--- src/rtl/rdmx_encoder.sv ---
// rdmx_encoder -- transmit-side RDMX framer.
//
// Accepts a command (PCI target address plus payload length) and emits one
// packet on a 512-bit AXI-Stream. The first beat is a 64-byte header
// (Ethernet 14 B, IPv4 20 B, UDP 8 B, RDMX 22 B). The remaining beats are
// ceil(bytes/64) payload beats passed straight through from the payload
// stream, and the last of those beats carries a trimmed tkeep.
//
// Optional feature, selected by the macro RDMX_IP_CSUM_EN:
//   defined   -> BUILD is a 3-cycle pipeline that computes the IPv4 header
//                checksum (sum, fold twice, invert).
//   undefined -> ip_checksum is 16'h0000 and BUILD takes a single cycle.
//
// Ports:
//   clk, resetn           clock, asynchronous active-low reset
//   cmd_addr/cmd_bytes    command: target address and payload length
//   cmd_valid/cmd_ready   command handshake (ready only while idle)
//   pay_tdata/tvalid/tready  payload stream in (byte 0 in bits [7:0])
//   out_tdata/tkeep/tlast/tvalid/tready  TX stream toward the MAC
//   cmd_error             one-cycle pulse when a command exceeds MAX_PAYLOAD
//   pkt_count             packets fully transmitted (wraps at 2^32)
module rdmx_encoder #(
    parameter logic [47:0] DST_MAC     = 48'hFFFF_FFFF_FFFF,
    parameter logic [47:0] SRC_MAC     = 48'h0200_0000_0001,
    parameter logic [31:0] SRC_IP      = 32'h0A00_0001,
    parameter logic [31:0] DST_IP      = 32'h0A00_0002,
    parameter logic [15:0] SRC_PORT    = 16'd32002,
    parameter logic [15:0] DST_PORT    = 16'd32002,
    parameter logic [15:0] RDMX_MAGIC  = 16'h0122,
    parameter logic [15:0] MAX_PAYLOAD = 16'd16320
) (
    input  logic         clk,
    input  logic         resetn,
    input  logic [63:0]  cmd_addr,
    input  logic [15:0]  cmd_bytes,
    input  logic         cmd_valid,
    output logic         cmd_ready,
    input  logic [511:0] pay_tdata,
    input  logic         pay_tvalid,
    output logic         pay_tready,
    output logic [511:0] out_tdata,
    output logic [63:0]  out_tkeep,
    output logic         out_tlast,
    output logic         out_tvalid,
    input  logic         out_tready,
    output logic         cmd_error,
    output logic [31:0]  pkt_count
);

    typedef enum logic [1:0] {
        ST_IDLE    = 2'd0,
        ST_BUILD   = 2'd1,
        ST_HDR     = 2'd2,
        ST_PAYLOAD = 2'd3
    } state_t;

    state_t         state_r;
    logic [63:0]    addr_r;
    logic [15:0]    bytes_r;
    logic [7:0]     cnt_r;          // payload beats still to send
    logic [63:0]    keep_last_r;    // tkeep for the final payload beat
    logic [511:0]   hdr_data_r;
    logic [63:0]    hdr_keep_r;
    logic           hdr_valid_r;
    logic           hdr_last_r;
    logic           cmd_ready_r;
    logic           cmd_error_r;
    logic [31:0]    pkt_count_r;

    logic [15:0]    ip_len_s;
    logic [15:0]    udp_len_s;
    logic [5:0]     rem_s;
    logic [7:0]     cycles_s;
    logic [63:0]    keep_last_s;
    logic [15:0]    hdr_csum_s;
    logic           build_done_s;
    logic           final_beat_s;
    logic           out_hs_s;

    // Reverse byte order so big-endian header byte 0 lands in bits [7:0].
    function automatic logic [511:0] byte_swap(input logic [511:0] be);
        logic [511:0] le;
        le = 512'd0;
        for (int i = 0; i < 64; i++) begin
            le[8*i +: 8] = be[511-8*i -: 8];
        end
        return le;
    endfunction

    // Header in wire order (big-endian), then swapped for the little-endian bus.
    function automatic logic [511:0] build_header(input logic [63:0] addr,
                                                  input logic [15:0] ip_len,
                                                  input logic [15:0] udp_len,
                                                  input logic [15:0] csum);
        return byte_swap({DST_MAC, SRC_MAC, 16'h0800,
                          16'h4500, ip_len, 16'h0000, 16'h4000, 16'h4011, csum,
                          SRC_IP, DST_IP,
                          SRC_PORT, DST_PORT, udp_len, 16'h0000,
                          RDMX_MAGIC, addr, 96'h0});
    endfunction

`ifdef RDMX_IP_CSUM_EN
    logic [1:0]  build_stage_r;
    logic [19:0] csum_sum_r;
    logic [15:0] csum_fold_r;

    // Sum of the ten IPv4 header words with the checksum word taken as zero.
    function automatic logic [19:0] ip_sum20(input logic [15:0] ip_len);
        return 20'h04500 + {4'd0, ip_len} + 20'h00000 + 20'h04000 + 20'h04011 +
               {4'd0, SRC_IP[31:16]} + {4'd0, SRC_IP[15:0]} +
               {4'd0, DST_IP[31:16]} + {4'd0, DST_IP[15:0]};
    endfunction

    // Two end-around carry folds; the second can never carry out again.
    function automatic logic [15:0] ip_fold(input logic [19:0] s);
        logic [16:0] f1;
        f1 = {1'b0, s[15:0]} + {13'd0, s[19:16]};
        return f1[15:0] + {15'd0, f1[16]};
    endfunction

    // Checksum pipeline: stage 0 sums, stage 1 folds, stage 2 hands off to the header load.
    always_ff @(posedge clk or negedge resetn) begin
        if (!resetn) begin
            build_stage_r <= 2'd0;
            csum_sum_r    <= 20'd0;
            csum_fold_r   <= 16'd0;
        end else if (state_r == ST_BUILD) begin
            case (build_stage_r)
                2'd0: begin
                    csum_sum_r    <= ip_sum20(ip_len_s);
                    build_stage_r <= 2'd1;
                end
                2'd1: begin
                    csum_fold_r   <= ip_fold(csum_sum_r);
                    build_stage_r <= 2'd2;
                end
                default: begin
                    build_stage_r <= 2'd0;
                end
            endcase
        end else begin
            build_stage_r <= 2'd0;
        end
    end

    assign build_done_s = (build_stage_r == 2'd2);
    assign hdr_csum_s   = ~csum_fold_r;
`else
    assign build_done_s = 1'b1;
    assign hdr_csum_s   = 16'h0000;
`endif

    // Length fields, beat count and last-beat byte mask derived from the latched length.
    always_comb begin
        ip_len_s  = bytes_r + 16'd50;
        udp_len_s = bytes_r + 16'd30;
        rem_s     = bytes_r[5:0];
        // bytes_r never exceeds 16320, so bits [13:6] hold the whole-beat count.
        cycles_s  = bytes_r[13:6] + {7'd0, |rem_s};
        if (rem_s == 6'd0) begin
            keep_last_s = {64{1'b1}};
        end else begin
            keep_last_s = (64'd1 << rem_s) - 64'd1;
        end
    end

    assign final_beat_s = (cnt_r == 8'd1);

    // Output mux: header registers outside PAYLOAD, direct pass-through inside it.
    always_comb begin
        if (state_r == ST_PAYLOAD) begin
            out_tdata  = pay_tdata;
            out_tvalid = pay_tvalid;
            pay_tready = out_tready;
            out_tlast  = final_beat_s;
            out_tkeep  = final_beat_s ? keep_last_r : {64{1'b1}};
        end else begin
            out_tdata  = hdr_data_r;
            out_tvalid = hdr_valid_r;
            pay_tready = 1'b0;
            out_tlast  = hdr_last_r;
            out_tkeep  = hdr_keep_r;
        end
    end

    assign out_hs_s  = out_tvalid && out_tready;
    assign cmd_ready = cmd_ready_r;
    assign cmd_error = cmd_error_r;
    assign pkt_count = pkt_count_r;

    // Main control FSM: command intake, header load, header beat, payload beat counting.
    always_ff @(posedge clk or negedge resetn) begin
        if (!resetn) begin
            state_r     <= ST_IDLE;
            addr_r      <= 64'd0;
            bytes_r     <= 16'd0;
            cnt_r       <= 8'd0;
            keep_last_r <= 64'd0;
            hdr_data_r  <= 512'd0;
            hdr_keep_r  <= 64'd0;
            hdr_valid_r <= 1'b0;
            hdr_last_r  <= 1'b0;
            cmd_ready_r <= 1'b0;
            cmd_error_r <= 1'b0;
            pkt_count_r <= 32'd0;
        end else begin
            cmd_error_r <= 1'b0;
            case (state_r)
                ST_IDLE: begin
                    cmd_ready_r <= 1'b1;
                    if (cmd_valid && cmd_ready_r) begin
                        if (cmd_bytes > MAX_PAYLOAD) begin
                            cmd_error_r <= 1'b1;
                        end else begin
                            addr_r      <= cmd_addr;
                            bytes_r     <= cmd_bytes;
                            cmd_ready_r <= 1'b0;
                            state_r     <= ST_BUILD;
                        end
                    end
                end
                ST_BUILD: begin
                    if (build_done_s) begin
                        hdr_data_r  <= build_header(addr_r, ip_len_s, udp_len_s, hdr_csum_s);
                        hdr_keep_r  <= {64{1'b1}};
                        hdr_valid_r <= 1'b1;
                        hdr_last_r  <= (cycles_s == 8'd0);
                        cnt_r       <= cycles_s;
                        keep_last_r <= keep_last_s;
                        state_r     <= ST_HDR;
                    end
                end
                ST_HDR: begin
                    if (out_tready) begin
                        // Clear the header registers so idle outputs read as zero.
                        hdr_data_r  <= 512'd0;
                        hdr_keep_r  <= 64'd0;
                        hdr_valid_r <= 1'b0;
                        hdr_last_r  <= 1'b0;
                        if (cnt_r == 8'd0) begin
                            pkt_count_r <= pkt_count_r + 32'd1;
                            cmd_ready_r <= 1'b1;
                            state_r     <= ST_IDLE;
                        end else begin
                            state_r     <= ST_PAYLOAD;
                        end
                    end
                end
                ST_PAYLOAD: begin
                    if (out_hs_s) begin
                        cnt_r <= cnt_r - 8'd1;
                        if (final_beat_s) begin
                            pkt_count_r <= pkt_count_r + 32'd1;
                            cmd_ready_r <= 1'b1;
                            state_r     <= ST_IDLE;
                        end
                    end
                end
                default: begin
                    state_r <= ST_IDLE;
                end
            endcase
        end
    end

endmodule
--- config.mk ---
export PLATFORM = sky130hd
export DESIGN_NAME = rdmx_encoder
export DESIGN_NICKNAME = d
export VERILOG_FILES = /design/src/rtl/rdmx_encoder.sv
export SDC_FILE = /design/constraint.sdc
export NUM_CORES = 1
export LEC_CHECK = 0
export BUFFER_PORTS_ARGS = -buffer_cell sky130_fd_sc_hd__buf_2
export CORE_AREA = 5 5 473 475
export DETAILED_ROUTE_END_ITERATION = 7
export DIE_AREA = 0 0 478 480
export MAX_ROUTING_LAYER = met4
export SYNTH_ARGS = -nofsm -noshare
export SYNTH_HDL_FRONTEND = slang
export SYNTH_SLANG_ARGS = --single-unit
--- constraint.sdc ---
create_clock -name clk -period 3.9 [get_ports clk]
set_clock_uncertainty 0.05 [all_clocks]
set_input_delay 0.195 -clock clk [delete_from_list [all_inputs] [get_ports clk]]
set_output_delay 0.195 -clock clk [all_outputs]
set_load 0.02 [all_outputs]
Word level (Yosys, flattened, before mapping)
Cells that the tools add are included.
- register bits after elaboration: 766
- input port bits: 597
- output and inout bits: 613
- logic and storage cells: 85
- $add $sub $neg: 6
- magnitude comparators: 1
- equal/unequal tests: 10
- shifts and indexed selects: 1
- multiplexer cells: 37
- bitwise gates (word level): 1
- reductions and logical operators: 17
- operators by type and width (operator ; count):
    2-to-1 mux 512 bit ; 2
    one-hot mux 512 bit (2 select lines) ; 1
    2-to-1 mux 64 bit ; 4
    2-to-1 mux 32 bit ; 4
    one-hot mux 64 bit (2 select lines) ; 1
    one-hot mux 32 bit (2 select lines) ; 1
    << shifter 1 x 6 -> 64 bit, first input constant ; 1
    subtractor 64 x 1 -> 64 bit, second input constant ; 1
    adder 32 x 1 -> 32 bit, second input constant ; 1
    adder 16 x 5 -> 16 bit, second input constant ; 1
    adder 16 x 6 -> 16 bit, second input constant ; 1
    greater-than comparator 16 x 14 -> 1 bit, second input constant ; 1
    logical NOT 8 bit ; 2
    one-hot mux 8 bit (2 select lines) ; 1
    AND reduction 5 bit ; 3
    2-to-1 mux 1 bit ; 12
    2-to-1 mux 2 bit ; 6
    inequality test 2 bit, second input constant ; 6
    adder 8 x 1 -> 8 bit ; 1
    equality test 8 x 1 -> 1 bit, second input constant ; 1
    2-to-1 mux 8 bit ; 1
    one-hot mux 2 bit (4 select lines) ; 1
    subtractor 8 x 1 -> 8 bit, second input constant ; 1
    logical NOT 6 bit ; 1
    other kinds (12) ; 18

Longest topological paths before layout
- depth after elaboration: 5
- mapped depth: 13
- gate-level depth less buffers: 10

Least setup slack after synthesis
No wires, ideal clock.
- path type: register to register
- start point: register bytes_r[4]
- end point: register keep_last_r[40]
- library setup time: 0.077 ns
- arrival time: 3.000 ns
- data required time: 3.773 ns
- slack: 0.773 ns
- cell stages (with the launch flop): 13
- path buffers: 3
- period minus slack after synthesis: 3.127 ns
- cells stage by stage: dfrtp_1 clkbuf_1 or2_2 nor3_1 inv_2 clkbuf_1 ha_1 clkbuf_1 clkinv_1 a21o_1 nor3_1 mux2_2 a21oi_1
- cells in the longest elaborated chain, start to end: 3
- elaborated cells on any way between the ends: 4
- those cells by class: 1 x add/sub; 1 x shift; 1 x mux; 1 x reduce/logical
- RTL lines (what ; RTL line ; RTL):
    start, declared ; 59 ; logic [15:0] bytes_r;
    start signal, assigned ; 216 ; bytes_r <= cmd_bytes;
    << shifter 1 x 6 -> 64 bit ; 163 ; keep_last_s = (64'd1 << rem_s) - 64'd1;
    subtractor 64 x 1 -> 64 bit ; 163 ;
    2-to-1 mux 64 bit (*) ; 160 ; if (rem_s == 6'd0) begin
    end signal, assigned ; 229 ; keep_last_r <= keep_last_s;
    end, declared ; 61 ; logic [63:0] keep_last_r;
Mark *: on every way between the ends. The rest lies on a longest branch, timed or not.
A chain may end at the register's enable or synchronous reset.

Worst setup path after layout
- start point: register state_r[1]
- end point: output port out_tkeep[12]
- cells in the longest elaborated chain, start to end: 2
- RTL lines (what ; RTL line ; RTL):
    start, declared ; 57 ; state_t state_r;
    start signal, assigned ; 194 ; state_r <= ST_IDLE;
    start signal, assigned ; 218 ; state_r <= ST_BUILD;
    start signal, assigned ; 230 ; state_r <= ST_HDR;
    equality test 2 bit ; 171 ; if (state_r == ST_PAYLOAD) begin
    2-to-1 mux 64 bit ; 171 ;
    end, declared ; 42 ; output logic [63:0] out_tkeep,
No other way between the ends.

==> key figures <==
Status
  • Status: completed

Setup path
  • Worst-path maximum fanout: 37
  • Critical path's largest stage delay: 0.65 ns
  • CP Launch Type: flop
  • Kind of cell adding the most delay to the critical path: simple AND/OR/NAND/NOR gates
  • Crit-path slowest cell: dfrtp_4
  • R2r setup slk: 0.99 ns
  • WS Path Type: reg -> out
  • Critical path buffers and inverters: 2
  • CP Cell Sequence: and2_4 > and3_1 > nor2_4 > buf_4 > a21o_1 > buf_2
  • CP Data Arrival Time: 3.12 ns
  • CP endpoint kind: output port
  • Required time worst endpoint: 3.65 ns

Logic synthesis
  • Synth area leaders: dfrtp_1 (41%), and3_1 (12%), nand2_1 (8.3%)
  • Syn nets: 2676
  • Yosys top cell area share: 0.4072
  • Sequential share of the synthesized area: 0.4072
  • Unique masters post-synth: 67
  • Avg Cell Area, Syn: 8.431 sq um
  • Yosys warnings: 0
  • EDFF count, synth: 0
  • Synth top cells by count: nand2_1 (388), and3_1 (346), dfrtp_1 (284)
  • Mapped Cells: 2070
  • Main synth FF type: dfrtp_1
  • Async set-or-reset flop fraction in the synthesized netlist: 1.000
  • Count leader, synth: nand2_1
  • Post-synthesis register bit count: 284
  • Post-Syn Area: 17450 sq um
  • Area leader, netlist: dfrtp_1

Power
  • Leak: 14.62 nW
  • Pwr per Cell Area: 433.3 nW/um^2
  • VDD IR max: 272.8 uV
  • Pwr Total: 12.62 mW

Detailed routing
  • Routed WL per cell: 32.37 um
  • Drt first pass iters: 6
  • Via Count: 22630
  • Via-to-Cell Ratio: 3.599
  • Final ANT Viol Nets: 0
  • Initial DRC Count: 1654
  • Total Routed Length: 203.5 mm
  • Number of remaining DRC errors: 0

Placement
  • Pre-CTS setup slack: 1.062 ns
  • Port Buffer Count: 1209
  • Routability cong.: 1.135
  • DPL Wire Length: 180.8 mm

Floorplanning
  • Io pins: 1210
  • Die Wd: 478 um
  • Die Y-Extent: 480 um
  • DIE AREA: 229400 sq um
  • Row count: 172
  • Starting Density: 0.07974
  • Core ar.: 218900 sq um

Clock network
  • CTS root buffer: clkbuf_16
  • Clk Latency, worst-skew pair: 0.58 ns
  • Worst-case clock buffer depth: 3
  • CTS H-tree depth: 2
  • CTS clk-pin slew, worst paths: 0.06 ns
  • CTS buffer count: 35
  • CTS tree: yes
  • TritonCTS sink count: 284

Timing
  • Peak Freq: 297.5 MHz
  • Final period util: 0.8619
  • Setup violators final: 0
  • Setup TNS: 0 ns
  • Worst slew pin tran: 1.477 ns
  • Max-slew headroom: 0.01545
  • Min setup slack post-route: 0.5384 ns
  • Slew Viols, Final: 0
  • Crit path time final: 3.362 ns
  • RSZ-0062 raised after global routing: no
  • Hold Fails Final Rpt: 0

Layout
  • Core Util, Final: 0.1331
  • Layout cells sized above 1: 0.4372
  • Fill cells: 25210
  • Final-stage net count: 3818
  • Synthesis-to-layout area growth: 66.88%

Flow run
  • Max-cap violations: 0

GRT
  • Overflow after GRT: 0
  • Total GRT Usage: 0.1734
  • First-pass GRT wire length: 249.5 mm
  • Vias in the first global route: 21540
  • Largest net degree at the start of global routing: 314
  • Initial antenna violation count: 321

Min path
  • Min-delay worst type: in -> reg
-- path summary, 6_finish.rpt --
check,startpoint,end,depth (start not counted)
setup / recovery,state_r[1],out_tkeep[12],6
hold / removal,out_tready,state_r[0],3
setup reg to reg,bytes_r[3],keep_last_r[40],9
hold reg to reg,pkt_count[31],pkt_count[31],1
max in group asynchronous,resetn,hdr_data_r[366],3
min in group asynchronous,resetn,hdr_data_r[358],2
-- cell families (layout without fill, tap and decap cells) --
logic type / count (synthesis) / count (layout) / share of synthesized area
muxes: 81 / 81 / 0.05219
xor gates and xnor gates: 68 / 68 / 0.03412
other: 0 / 178 / 0
adders and majority gates: 10 / 10 / 0.007026
AOI/OAI and AO/OA: 429 / 429 / 0.1703
and+or+nand+nor: 963 / 963 / 0.2774
DFF: 284 / 284 / 0.4072
buffers and inverters: 235 / 1404 / 0.05176
-- routing by layer --
layer,vias to the layer above,track usage,part of all wire
met1,10870,0.1815,0.37
met3,455,0.1191,0.16
met2,1556,0.2589,0.42
met4,0,0.05871,0.048
li1,9752,-,-
met5,-,-,0
-- through the flow --
stage          cell area (sq um)  hold WS [ns]  instances
6_report                   29130       0.07368       6288
5_1_grt                    29080       0.08764       6271
4_1_cts                    28680       0.04590       6110
3_5_place_dp               26670        0.2115       5965
3_3_place_gp               26670        0.2076       5965
2_1_floorplan              17450       -0.1506       2070
-- power breakdown --
group | leakage (nW) | total, mW | switching, mW | internal, mW
combinational | 10.2 | 5.55 | 3.88 | 1.68
sequential | 3.84 | 3.68 | 0.395 | 3.28
clock | 0.591 | 3.39 | 1.40 | 2.00
total | 14.6 | 12.6 | 5.67 | 6.96
-- worst reg2reg max path, stage by stage (launching register included) --
cell and delay, ns:
dfrtp_1 0.35, buf_4 0.39, nor4_1 0.13, nand3_1 0.11, ha_1 0.18, clkinv_1 0.24, a21o_1 0.30, nor3_1 0.55
mux2_2 0.41, a21oi_1 0.13
-- sequential cells by signal (all words and copies together) (netlist names) --
| signal | cells |
|---|---|
| keep_last_r | 64 |
| hdr_last_r | 1 |
| pkt_count | 32 |
| cnt_r | 8 |
| bytes_r | 16 |
| hdr_keep_r | 1 |
| cmd_ready | 1 |
| addr_r | 64 |
| hdr_data_r | 94 |
| state_r | 2 |
| cmd_error | 1 |
-- layout by cell type, fill, tap and decap left out, types with 8 or more instances in the layout --
cell / count
a21o_1: 150
a21oi_1: 55
a22o_1: 66
a31oi_1: 22
and3_1: 346
buf_12: 8
buf_2: 1208
buf_4: 23
clkbuf_16: 36
clkbuf_8: 8
dfrtp_1: 282
diode_2: 178
dlygate4sd3_1: 81
ha_1: 9
inv_1: 17
mux2_2: 80
nand2_1: 387
nand3_1: 37
nand4_1: 10
nor2_1: 92
nor3_1: 29
o21ai_0: 80
o31ai_1: 8
xnor2_1: 42
xor2_1: 26
-- cell type report --
| cell class | instances | area (sq um) | area share |
|---|---|---|---|
| inverter | 19 | 71.32 | 0.002449 |
| clock inverter | 17 | 177.7 | 0.006100 |
| timing repair buffer | 1321 | 7204 | 0.2474 |
| multi-input combinational | 1551 | 9498 | 0.3261 |
| clock buffer | 47 | 1022 | 0.03510 |
| antenna | 178 | 445.4 | 0.01529 |
| sequential | 284 | 7114 | 0.2443 |
| tap | 2871 | 3592 | 0.1233 |
-- repair_timing --
item	4_1_cts	5_1_grt
hold buffers	81	0
resized for setup	0	0
endpoints found under the hold margin	167	0
setup endpoints to repair	0	0
buffers inserted	0	0
Note: power is estimated with default switching activity, not from simulation.
